$ cat config.mk
export PLATFORM = sky130hd
export DESIGN_NAME = bus_hold_arbiter_flat
export DESIGN_NICKNAME = d
export VERILOG_FILES = /design/src/rtl/bus_hold_arbiter_if.sv /design/src/rtl/bus_hold_arbiter.sv /design/src/flat_wrapper.sv
export SDC_FILE = /design/constraint.sdc
export NUM_CORES = 1
export LEC_CHECK = 0
export BUFFER_PORTS_ARGS = -buffer_cell sky130_fd_sc_hd__buf_2
export CELL_PAD_IN_SITES_DETAIL_PLACEMENT = 0
export CELL_PAD_IN_SITES_GLOBAL_PLACEMENT = 1
export CORE_MARGIN = 2
export CORE_UTILIZATION = 25
export CTS_CLUSTER_SIZE = 20
export DETAILED_ROUTE_END_ITERATION = 16
export GPL_TIMING_DRIVEN = 1
export HOLD_SLACK_MARGIN = 0.06
export PLACE_DENSITY = 0.64
export SETUP_SLACK_MARGIN = 0.5
export SLEW_MARGIN = 10
export SYNTH_ARGS = -nofsm -noshare
export SYNTH_HDL_FRONTEND = slang
export SYNTH_SLANG_ARGS = --single-unit
$ cat constraint.sdc
create_clock -name clock -period 2.09 [get_ports clock]
set_clock_uncertainty 0.1 [all_clocks]
set_input_delay 0 -clock clock [delete_from_list [all_inputs] [get_ports clock]]
set_output_delay 0 -clock clock [all_outputs]
set_load 0.005 [all_outputs]
$ cat src/rtl/bus_hold_arbiter_if.sv
`default_nettype none
// ============================================================================
// Module   : bus_hold_arbiter_if
// Brief    : Bus-ownership signal bundle between the hold arbiter and the
//            CPU status / hold-requesting masters.
// Revision : 1.0  initial release
// ============================================================================
interface bus_hold_arbiter_if #(
  parameter int MASTERS = 2
);
  localparam int GRANT_W = (MASTERS > 1) ? $clog2(MASTERS) : 1;

  logic [2:0]         processor_status;
  logic               processor_lock_n;
  logic [MASTERS-1:0] hold_request;
  logic [MASTERS-1:0] hold_acknowledge;
  logic [GRANT_W-1:0] grant_index;
  logic               address_enable_n;
  logic               dma_wait_n;
  logic               dma_enable;
  logic               hold_timeout;

  // The arbiter owns the bus-ownership outputs.
  modport master (
    input  processor_status, processor_lock_n, hold_request,
    output hold_acknowledge, grant_index, address_enable_n,
           dma_wait_n, dma_enable, hold_timeout
  );

  // CPU status source and hold requesters, consuming the ownership outputs.
  modport slave (
    output processor_status, processor_lock_n, hold_request,
    input  hold_acknowledge, grant_index, address_enable_n,
           dma_wait_n, dma_enable, hold_timeout
  );
endinterface
`default_nettype wire

$ cat src/rtl/bus_hold_arbiter.sv
`default_nettype none
// ============================================================================
// Module   : bus_hold_arbiter
// Brief    : HOLD/HLDA bus-ownership arbiter handing the system bus from the
//            8088 CPU to one of MASTERS requesters, with round-robin or fixed
//            priority, a guaranteed CPU slot between grants, the AEN/DMA
//            enable chain and a grant-length monitor.
// Revision : 1.0  initial release
// ============================================================================
module bus_hold_arbiter #(
  parameter int MASTERS         = 2,
  parameter int ROUND_ROBIN     = 1,
  parameter int MIN_CPU_CYCLES  = 1,
  parameter int MAX_HOLD_CYCLES = 0
) (
  input  logic               clock,
  input  logic               reset,
  bus_hold_arbiter_if.master bus
);

  localparam int               c_GW        = (MASTERS > 1) ? $clog2(MASTERS) : 1;
  localparam int               c_GWP       = c_GW + 1;
  localparam logic [c_GWP-1:0] c_MASTERS   = c_GWP'(MASTERS);
  localparam logic [c_GWP-1:0] c_ONE       = c_GWP'(1);
  localparam logic [3:0]       c_MIN_CPU   = 4'(MIN_CPU_CYCLES);
  localparam logic [15:0]      c_MAX_HOLD  = 16'(MAX_HOLD_CYCLES);
  localparam logic [15:0]      c_HOLD_SAT  = 16'hFFFF;

  localparam logic [1:0] S_CPU     = 2'd0;
  localparam logic [1:0] S_SYNC    = 2'd1;
  localparam logic [1:0] S_GRANT   = 2'd2;
  localparam logic [1:0] S_RELEASE = 2'd3;

  logic [1:0]           r_state;
  logic [1:0]           w_state_nxt;
  logic [3:0]           r_cpu_cnt;
  logic [c_GW-1:0]      r_rr_ptr;
  logic [c_GW-1:0]      r_grant_index;
  logic [MASTERS-1:0]   r_hold_ack;
  logic                 r_aen;
  logic                 r_dma_wait;
  logic [15:0]          r_hold_cnt;
  logic                 r_timeout;

  logic                 w_cpu_idle;
  logic                 w_any_req;
  logic                 w_owner_req;
  logic                 w_in_cpu;
  logic                 w_in_grant;
  logic                 w_in_release;
  logic                 w_take_grant;
  logic                 w_drop_grant;
  logic                 w_hold_hit;

  logic [c_GW-1:0]      w_ptr;
  logic [2*MASTERS-1:0] w_req_shift;
  logic [MASTERS-1:0]   w_req_rot;
  logic [MASTERS-1:0]   w_scan;
  logic [c_GWP-1:0]     w_offset;
  logic [c_GWP-1:0]     w_sum;
  logic [c_GWP-1:0]     w_winner_ext;
  logic [c_GW-1:0]      w_winner;
  logic [c_GWP-1:0]     w_rr_inc;
  logic [c_GW-1:0]      w_rr_nxt;
  logic [MASTERS-1:0]   w_onehot;
  logic                 w_unused;

  // S2 is irrelevant to idle detection; passive status is S1:S0 = 11.
  assign w_cpu_idle  = (bus.processor_status[1:0] == 2'b11) & bus.processor_lock_n;
  assign w_any_req   = |bus.hold_request;
  // The acknowledge vector is one-hot on the owner while granted, so this
  // picks out the owner's request without a variable index.
  assign w_owner_req = |(bus.hold_request & r_hold_ack);
  assign w_ptr       = (ROUND_ROBIN != 0) ? r_rr_ptr : '0;

  // State register.
  always_ff @(posedge clock or posedge reset) begin
    if (reset) r_state <= S_CPU;
    else       r_state <= w_state_nxt;
  end

  // Next-state decode: CPU slot gating, grant, no-preemption hold, release.
  always_comb begin
    w_state_nxt = r_state;
    case (r_state)
      S_CPU:     if (w_any_req && w_cpu_idle && (r_cpu_cnt == c_MIN_CPU)) w_state_nxt = S_SYNC;
      S_SYNC:    w_state_nxt = w_any_req ? S_GRANT : S_CPU;
      S_GRANT:   if (!w_owner_req) w_state_nxt = S_RELEASE;
      S_RELEASE: w_state_nxt = S_CPU;
      default:   w_state_nxt = S_CPU;
    endcase
  end

  // Output decode: state-derived strobes that steer the datapath registers.
  always_comb begin
    w_in_cpu     = (r_state == S_CPU);
    w_in_grant   = (r_state == S_GRANT);
    w_in_release = (r_state == S_RELEASE);
    w_take_grant = (r_state == S_SYNC) && w_any_req;
    w_drop_grant = w_in_grant && !w_owner_req;
    w_hold_hit   = w_in_grant && (c_MAX_HOLD != 16'd0) && (r_hold_cnt != c_HOLD_SAT)
                   && ((r_hold_cnt + 16'd1) == c_MAX_HOLD);
  end

  // Winner search: rotate requests so the scan starts at bit 0, take the
  // lowest hit, then map it back to an absolute index modulo MASTERS.
  always_comb begin
    w_req_shift = {bus.hold_request, bus.hold_request} >> w_ptr;
    w_req_rot   = w_req_shift[MASTERS-1:0];
    w_offset    = '0;
    w_scan      = '0;
    for (int j = MASTERS - 1; j >= 0; j--) begin
      w_scan = w_req_rot >> j;
      if (w_scan[0]) w_offset = j[c_GWP-1:0];
    end
    w_sum        = {1'b0, w_ptr} + w_offset;
    w_winner_ext = (w_sum >= c_MASTERS) ? (w_sum - c_MASTERS) : w_sum;
    w_winner     = w_winner_ext[c_GW-1:0];
    w_rr_inc     = {1'b0, w_winner} + c_ONE;
    w_rr_nxt     = (w_rr_inc >= c_MASTERS) ? '0 : w_rr_inc[c_GW-1:0];
  end

  for (genvar gi = 0; gi < MASTERS; gi++) begin : g_onehot
    assign w_onehot[gi] = (w_winner == c_GW'(gi));
  end

  // Grant registers: latch winner, rotate priority, drop HLDA on release.
  always_ff @(posedge clock or posedge reset) begin
    if (reset) begin
      r_hold_ack    <= '0;
      r_grant_index <= '0;
      r_rr_ptr      <= '0;
    end else if (w_take_grant) begin
      r_hold_ack    <= w_onehot;
      r_grant_index <= w_winner;
      r_rr_ptr      <= w_rr_nxt;
    end else if (w_drop_grant) begin
      r_hold_ack    <= '0;
    end
  end

  // CPU slot counter: restarts after each release, saturates at the minimum.
  always_ff @(posedge clock or posedge reset) begin
    if (reset)                                   r_cpu_cnt <= c_MIN_CPU;
    else if (w_in_release)                       r_cpu_cnt <= 4'd0;
    else if (w_in_cpu && r_cpu_cnt != c_MIN_CPU) r_cpu_cnt <= r_cpu_cnt + 4'd1;
  end

  // Grant-length monitor: counts GRANT cycles, flags the threshold once.
  always_ff @(posedge clock or posedge reset) begin
    if (reset) begin
      r_hold_cnt <= '0;
      r_timeout  <= 1'b0;
    end else begin
      r_timeout <= w_hold_hit;
      if (w_take_grant)                            r_hold_cnt <= '0;
      else if (w_in_grant && r_hold_cnt != c_HOLD_SAT) r_hold_cnt <= r_hold_cnt + 16'd1;
    end
  end

  // AEN chain: AEN# follows HLDA by one edge, the DMA wait stage by another.
  always_ff @(posedge clock or posedge reset) begin
    if (reset) begin
      r_aen      <= 1'b0;
      r_dma_wait <= 1'b0;
    end else begin
      r_aen      <= |r_hold_ack;
      r_dma_wait <= r_aen;
    end
  end

  assign bus.hold_acknowledge = r_hold_ack;
  assign bus.grant_index      = r_grant_index;
  assign bus.address_enable_n = r_aen;
  assign bus.dma_wait_n       = ~r_dma_wait;
  assign bus.dma_enable       = r_aen & r_dma_wait;
  assign bus.hold_timeout     = r_timeout;

  assign w_unused = ^{bus.processor_status[2], w_winner_ext[c_GW], w_req_shift, w_scan};

endmodule
`default_nettype wire

$ cat src/flat_wrapper.sv
// flat-port wrapper written by rule: the top's interface ports become plain ports
module bus_hold_arbiter_flat 
#(
  parameter int MASTERS         = 2,
  parameter int ROUND_ROBIN     = 1,
  parameter int MIN_CPU_CYCLES  = 1,
  parameter int MAX_HOLD_CYCLES = 0
)
  (clock, reset, bus_processor_status, bus_processor_lock_n, bus_hold_request, bus_hold_acknowledge, bus_grant_index, bus_address_enable_n, bus_dma_wait_n, bus_dma_enable, bus_hold_timeout);
  bus_hold_arbiter_if #(.MASTERS(MASTERS)) bus_i ();
  input  logic clock;
  input  logic reset;
  input wire logic [$bits(bus_i.processor_status)-1:0] bus_processor_status;
  input wire logic [$bits(bus_i.processor_lock_n)-1:0] bus_processor_lock_n;
  input wire logic [$bits(bus_i.hold_request)-1:0] bus_hold_request;
  output wire logic [$bits(bus_i.hold_acknowledge)-1:0] bus_hold_acknowledge;
  output wire logic [$bits(bus_i.grant_index)-1:0] bus_grant_index;
  output wire logic [$bits(bus_i.address_enable_n)-1:0] bus_address_enable_n;
  output wire logic [$bits(bus_i.dma_wait_n)-1:0] bus_dma_wait_n;
  output wire logic [$bits(bus_i.dma_enable)-1:0] bus_dma_enable;
  output wire logic [$bits(bus_i.hold_timeout)-1:0] bus_hold_timeout;
  assign bus_i.processor_status = bus_processor_status;
  assign bus_i.processor_lock_n = bus_processor_lock_n;
  assign bus_i.hold_request = bus_hold_request;
  assign bus_hold_acknowledge = bus_i.hold_acknowledge;
  assign bus_grant_index = bus_i.grant_index;
  assign bus_address_enable_n = bus_i.address_enable_n;
  assign bus_dma_wait_n = bus_i.dma_wait_n;
  assign bus_dma_enable = bus_i.dma_enable;
  assign bus_hold_timeout = bus_i.hold_timeout;
  bus_hold_arbiter #(.MASTERS(MASTERS), .ROUND_ROBIN(ROUND_ROBIN), .MIN_CPU_CYCLES(MIN_CPU_CYCLES), .MAX_HOLD_CYCLES(MAX_HOLD_CYCLES)) u_core (.clock(clock), .reset(reset), .bus(bus_i));
endmodule
==> reports/qor_table.md, run 1 <==
| Result | This run |
|---|---|
| Startpoint of the most critical register-to-register path | u_core.r_cpu_cnt[0]$_DFFE_PP1P_ |
| Largest fanout of any net on the critical path | 4 |
| Critical path launch point type | flip-flop |
| Highest-delay cell along the critical path | dfstp_2 |
| Pin count of the biggest net entering global routing | 14 |
| Violation count after the first detailed-route iteration | 11 |
| First-pass DRT Iterations | 4 |
| Floorplan die height | 55.5 um |
| Critical path class | reg2reg |
| # port buffers | 12 |
| Commonest non-fill, non-tap cell in the layout | buf_2 |
| Layout fillers | 255 |
| Count of cell types in the netlist | 34 |
| TritonCTS clock tree | yes |
| Area delta synth->final | 27.0% |
| Commonest cells after routing, fill and taps aside | 12 x buf_2, 10 x dfrtp_1, 8 x nand2_1 |
| Depth of the worst register-to-register path | 3 |
| Avg WL per Cell | 11.6 um |
| Largest incremental delay on the critical path | 0.56 ns |
| Via count of the first global-routing pass | 537 |
| Vias post-DR | 549 |
| Most used flip-flop cell after synthesis | dfrtp_1 |
| Number of warnings printed during yosys synthesis | 0 |
| CP Data Required Time | 2.16 ns |
| H-tree level count | 1 |
| Via density per instance | 4.73 |
| Kind of capture point of the worst setup path | flip-flop |
| Number of CTS-inserted buffers | 3 |
| Longest Clk Path Bufs | 2 |
| Unrepaired setup endpoints after global routing | yes |
| Residual DRC | 0 |
| Synthesized area | 662 um^2 |
| IR Drop Worst-Case VDD | 0.333 mV |
| Final nets | 97 |
| Time the final worst path needs with I/O delays and setup | 1.55 ns |
| DIE AREA | 0.00308 mm^2 |
| Final worst setup slack | 0.542 ns |
| Multi-input gate area | 332 um^2 |
| HPWL reported at the end of detailed placement | 930 um |
| Placement row count | 18 |
| Global placement routability congestion | 0.676 |
| Width of the die | 55.5 um |
| Post-Place Setup Slack | 0.444 ns |
| Count of inserted antenna diode cells | 0 |
| Starting density of the core | 26.5% |
| Number of nets in the synthesized netlist | 79 |
| Worst Path Arrival | 1.62 ns |
| Global-route wire length before repair | 2.39 mm |
| Aggregate global-route resource usage | 9.96% |
| Count of buffer and inverter cells on the critical path | 0 |
| Highest Clock Rate | 646 MHz |
| Sequential standard cell area | 303 um^2 |
| Count of endpoints failing setup in the final report | 0 |
| Cell chosen for the clock root | clkbuf_4 |
| DRT antenna net count | 0 |
| Worst Hold Margin | 0.178 ns |
| Worst R2R End | u_core.r_cpu_cnt[1]$_DFFE_PP0P_ |
| Worst reg2reg setup slack | 0.54 ns |
| Fin crit share | 74.1% |
| MaxCap Viol Count | 0 |
| Mean instance size in the synthesized netlist | 9.59 um^2 |
| Standard cell core area | 0.00250 mm^2 |
| Number of standard cells in the final layout excluding fillers | 116 |
| Cell count after placement | 106 |
| Result of the run | finished clean |
| Antenna violations before repair | 0 |
| Final core utilization | 33.6% |
| Kind of path behind the tightest hold check | in2async |
| Number of standard cells after synthesis | 69 |
| Proportion of synthesized chip area in sequential cells | 45.6% |
| I/O pin cnt | 15 |
| Wire length after detailed routing | 1.34 mm |
| Count of flip-flops with a built-in enable after synthesis | 0 |
| Clock transition at the registers of the reported paths | 0.08 ns |
| Final slew viol count | 0 |
| Async set-or-reset flop fraction in the synthesized netlist | 100% |
| Sum of negative setup slack | 0 ns |
| Clock Sinks | 12 |
| Leakage dissipation | 0.396 nW |
| Worst skew pair latency | 0.27 ns |
| Sequence of cells on the critical path | ha_1, or4_1, o311ai_1 |
| Total power per unit cell area | 1290 mW/mm^2 |
| GRT overflow | 0 |
| Kind of cell adding the most delay to the critical path | flip-flops |
| Share of layout cells above drive strength 1 | 30.2% |
| Number of hold-slack violations in the final timing report | 0 |
| Synthesis-stage register bit count | 12 |
[report_power, final]
group	internal, mW	switching, mW	total (mW)	leakage [nW]
Clock	0.106	0.0804	0.186	0.0210
Combinational	0.238	0.183	0.422	0.226
Sequential	0.342	0.132	0.474	0.149
Total	0.686	0.396	1.08	0.396
[cell usage after synthesis, drive strengths merged, types with 2 or more instances]
cell    count  area [um^2]
dfrtp      11          275
nand2       8         30.0
buf         4         28.8
inv         4         15.0
nand3       4         20.0
nand2b      3         18.8
o21ai       3         15.0
or4         3         22.5
a21oi       2         10.0
and3        2         12.5
ha          2         25.0
nand3b      2         15.0
nor2        2         7.51
nor2b       2         15.0
o311ai      2         17.5
[through the flow]
step / power, mW / instance area, um^2
floorplan: 0.738 / 662
CTS: 1.05 / 820
finish: 1.08 / 841
global placement: 0.820 / 727
detailed placement: 0.840 / 727
global route: 1.18 / 841
[cell type report]
| type | count | share of cell area, % |
|---|---|---|
| Multi-Input combinational cell | 48 | 39.4 |
| Sequential cell | 12 | 36.0 |
| Timing Repair Buffer | 18 | 14.0 |
| Tap cell | 30 | 4.46 |
| Clock buffer | 4 | 4.32 |
| Inverter | 4 | 1.79 |
[sequential cells by signal, indices dropped and copies added, names as in the netlist, named ones only]
signal	cells
u_core.r_state	1
u_core.bus.grant_index	1
u_core.bus.address_enable_n	1
u_core.bus.hold_acknowledge	2
u_core.r_cpu_cnt	4
u_core.r_dma_wait	1
u_core.r_rr_ptr	1
[logic make-up after synthesis]
kind of cell / after synthesis / share of synthesized area, %
buffers and inverters: 9 / 7.18
other: 1 / 0.567
AO/OA/AOI/OAI: 15 / 16.4
flip-flops: 12 / 45.6
AND/OR/NAND/NOR: 30 / 26.5
adder cells (fa/ha/maj): 2 / 3.78
[worst min-delay path, delay by kind of cell]
family | cells | cell delay [ns]
buf+inv | 3 | 0.99
[per-layer routing]
metal  GRT usage (%)  vias up  wire [um]
met5               0        -          0
met4            8.36        0         27
met3            1.41        2         35
met2            16.0       11        694
met1            11.6      259        585
li1                -      277          -
[worst max path at each step]
stage / end / cells after the start / start
2_1_floorplan: u_core.r_cpu_cnt[1]$_DFFE_PP0P_ / 3 / u_core.r_cpu_cnt[0]$_DFFE_PP1P_
6_report: u_core.r_cpu_cnt[1]$_DFFE_PP0P_ / 3 / u_core.r_cpu_cnt[0]$_DFFE_PP1P_
3_5_place_dp: u_core.r_cpu_cnt[0]$_DFFE_PP1P_ / 4 / u_core.r_cpu_cnt[0]$_DFFE_PP1P_
4_1_cts: u_core.r_cpu_cnt[1]$_DFFE_PP0P_ / 3 / u_core.r_cpu_cnt[0]$_DFFE_PP1P_
5_1_grt: u_core.r_cpu_cnt[1]$_DFFE_PP0P_ / 3 / u_core.r_cpu_cnt[0]$_DFFE_PP1P_
3_3_place_gp: u_core.r_cpu_cnt[0]$_DFFE_PP1P_ / 4 / u_core.r_cpu_cnt[0]$_DFFE_PP1P_
[timing repair]
item                                    CTS  global route
endpoints found under the setup margin    2             7
resized for setup                         2             5
gates cloned                              0             0
hold endpoints to repair                 18             0
buffers inserted                          0             1
pin swaps                                 0             1
hold buffers                              5             0
Power figures use the tool's default switching activity.
==> run 2: changes to the inputs <==
- clock period: 2.09 -> 1.5 ns (I/O delays scaled with it)
==> run 2 against run 1 <==
- the flow now finishes with violations (setup timing)
- largest power group is now combinational cells
- wire length grew 27%
- register-to-register slack worse by 0.57 ns
- hold slack lost 0.11 ns
- core utilization up 9.1 points
- die area unchanged
==> reports/qor_table.md, run 2 (synthesis results as in run 1) <==
| Result | This run | Delta |
|---|---|---|
| Flip-flop count of the largest register, all copies and words added | 4 | unchanged |
| Highest-delay cell along the critical path | dfstp_2 |  |
| Most flops, register | u_core.r_cpu_cnt |  |
| Cell chosen for the clock root | clkbuf_4 |  |
| Largest incremental delay on the critical path | 0.56 ns | about the same |
| Final nets | 118 | +22% |
| Unrepaired setup endpoints after global routing | yes |  |
| CP Data Required Time | 1.59 ns | -0.57 ns |
| Multi-input gate area | 387 um^2 | +17% |
| Sequence of cells on the critical path | ha_2, or4_1, o311ai_2 |  |
| Sum of negative setup slack | -0.0321 ns | -0.0321 ns |
| Share of layout cells above drive strength 1 | 48.6% | +18 points |
| # port buffers | 12 | unchanged |
| Result of the run | complete, but fails checks |  |
| Residual DRC | 0 | unchanged |
| Vias post-DR | 656 | +19% |
| Fin crit share | 102% | +28 points |
| Via density per instance | 4.79 | +1.2% |
| Violation count after the first detailed-route iteration | 8 | -3 |
| TritonCTS clock tree | yes |  |
| Largest fanout of any net on the critical path | 4 | unchanged |
| Violated checks | setup timing |  |
| Clk pwr share | 11.5% | -5.7 points |
| Clock Sinks | 12 | unchanged |
| Worst skew pair latency | 0.28 ns | about the same |
| Sequential cell fraction of total power | 33.2% | -11 points |
| IR Drop Worst-Case VDD | 0.761 mV | +130% |
| Antenna violations before repair | 0 | unchanged |
| HPWL reported at the end of detailed placement | 955 um | +2.7% |
| Highest Clock Rate | 653 MHz | +1.2% |
| Starting density of the core | 26.5% | unchanged |
| Floorplan die height | 55.5 um | unchanged |
| Area delta synth->final | 61.2% |  |
| Kind of cell adding the most delay to the critical path | flip-flops |  |
| Final slew viol count | 0 | unchanged |
| Internal power component | 1.23 mW | +79% |
| Switching power total | 0.696 mW | +76% |
| MaxCap Viol Count | 0 | unchanged |
| Commonest cells after routing, fill and taps aside | 13 x buf_4, 12 x buf_2, 9 x dfrtp_1 |  |
| Worst Path Arrival | 1.62 ns | about the same |
| Pin count of the biggest net entering global routing | 13 | -1 |
| Count of endpoints failing setup in the final report | 2 | +2 |
| Number of CTS-inserted buffers | 3 | unchanged |
| Critical path launch point type | flip-flop |  |
| Longest Clk Path Bufs | 2 | unchanged |
| Kind of capture point of the worst setup path | flip-flop |  |
| Critical path class | reg2reg |  |
| I/O pin cnt | 15 | unchanged |
| Avg WL per Cell | 12.5 um | +7.7% |
| Via count of the first global-routing pass | 633 | +18% |
| Global-route wire length before repair | 2.94 mm | +23% |
| GRT overflow | 0 | unchanged |
| DRT antenna net count | 0 | unchanged |
| Kind of path behind the tightest hold check | in2reg |  |
| Total power per unit cell area | 1800 mW/mm^2 | +40% |
| Final std cell area, no fill | 0.00107 mm^2 | +27% |
| Placement-stage cell area | 772 um^2 | +6.2% |
| Wire length after detailed routing | 1.71 mm | +27% |
| Clock transition at the registers of the reported paths | 0.08 ns | about the same |
| Leakage dissipation | 0.501 nW | +27% |
| Switching power as a share of total power | 36.2% | -0.39 points |
| Layout fillers | 246 | -3.5% |
| First-pass DRT Iterations | 4 | unchanged |
| Sequential standard cell area | 304 um^2 | +0.41% |
| Aggregate global-route resource usage | 12.0% | +2.0 points |
| H-tree level count | 1 | unchanged |
| Standard cell core area | 0.00250 mm^2 | unchanged |
| Global placement routability congestion | 0.709 | +4.9% |
| Commonest non-fill, non-tap cell in the layout | buf_4 |  |
| Fraction of power consumed by combinational cells | 55.3% | +16 points |
| Width of the die | 55.5 um | unchanged |
| Time the final worst path needs with I/O delays and setup | 1.53 ns | -0.0181 ns |
| Count of buffer and inverter cells on the critical path | 0 | unchanged |
| Placement row count | 18 | unchanged |
| DIE AREA | 0.00308 mm^2 | unchanged |
| Number of hold-slack violations in the final timing report | 0 | unchanged |
| Final worst setup slack | -0.0303 ns | -0.572 ns |
| Count of inserted antenna diode cells | 0 | unchanged |
run 2: changes by cell type in the layout (fill, tap and decap cells not counted), moves of 2 or more:
cell           before  now
buf_6               0    5
buf_4               1   13
dlygate4sd3_1       5    8
nor2b_4             0    2
nor2b_2             2    0
run 2: routing by layer:
metal  wire [um]  global-route usage (%)  up-vias
li1            -                       -      319
met1         776                    16.5      315
met2         832                    18.7       18
met3          60                   0.937        4
met4          38                    6.27        0
met5           0                       0        -
run 2: metrics by stage:
stage	hold slack [ns]	power [mW]	setup WS, ns	std cells	util [%]
after floorplan	-0.236	1.06	0.00497	69	-
after global placement	-0.0472	1.25	-0.0404	110	30.9
after detailed placement	-0.0510	1.25	-0.0499	110	30.9
after CTS	0.0714	1.81	-0.0144	133	40.3
after global routing	0.0822	2.10	-0.0996	137	42.7
final	0.0674	1.92	-0.0303	137	42.7
run 2: worst min-delay path, cell delays in order:
cell and delay [ns]:
buf_2 0.12, nand2b_1 0.07, and3_4 0.19, a211oi_2 0.03
run 2: cell type report:
| class | count | share of cell area [%] |
|---|---|---|
| clock buffers | 4 | 2.46 |
| well taps | 30 | 3.52 |
| flip-flops and latches | 12 | 28.5 |
| multi-input cells | 48 | 36.2 |
| repair buffers | 39 | 27.9 |
| inverters | 4 | 1.41 |
run 2: power by group through the flow:
| stage | clock (mW) | combinational, mW | sequential [mW] |
|---|---|---|---|
| floorplan | 0 | 0.470 | 0.588 |
| global placement | 0 | 0.602 | 0.645 |
| detailed placement | 0 | 0.606 | 0.649 |
| CTS | 0.226 | 0.952 | 0.632 |
| global route | 0.241 | 1.18 | 0.670 |
| finish | 0.221 | 1.06 | 0.639 |
run 2: path summary, 6_finish.rpt:
kind / start / end / slack [ns] / cells past startpoint
setup / recovery: u_core.r_cpu_cnt[0]$_DFFE_PP1P_ / u_core.r_cpu_cnt[1]$_DFFE_PP0P_ / -0.03 / 3
hold / removal: bus_hold_request[0] / u_core.bus.hold_acknowledge[0]$_DFFE_PP0P_ / 0.07 / 4
setup reg to reg: u_core.r_cpu_cnt[0]$_DFFE_PP1P_ / u_core.r_cpu_cnt[1]$_DFFE_PP0P_ / -0.03 / 3
hold reg to reg: u_core.bus.grant_index$_DFFE_PP0P_ / u_core.bus.grant_index$_DFFE_PP0P_ / 0.40 / 1
max in group asynchronous: reset / u_core.r_state[0]$_DFFE_PP0P_ / 0.78 / 3
min in group asynchronous: reset / u_core.r_cpu_cnt[3]$_DFFE_PP0P_ / 0.17 / 3
run 2: repair_timing:
action	CTS	global route
pin swaps	4	6
hold buffers	8	0
hold endpoints to repair	18	0
buffers inserted	11	4
endpoints found under the setup margin	11	11
resized for setup	19	7
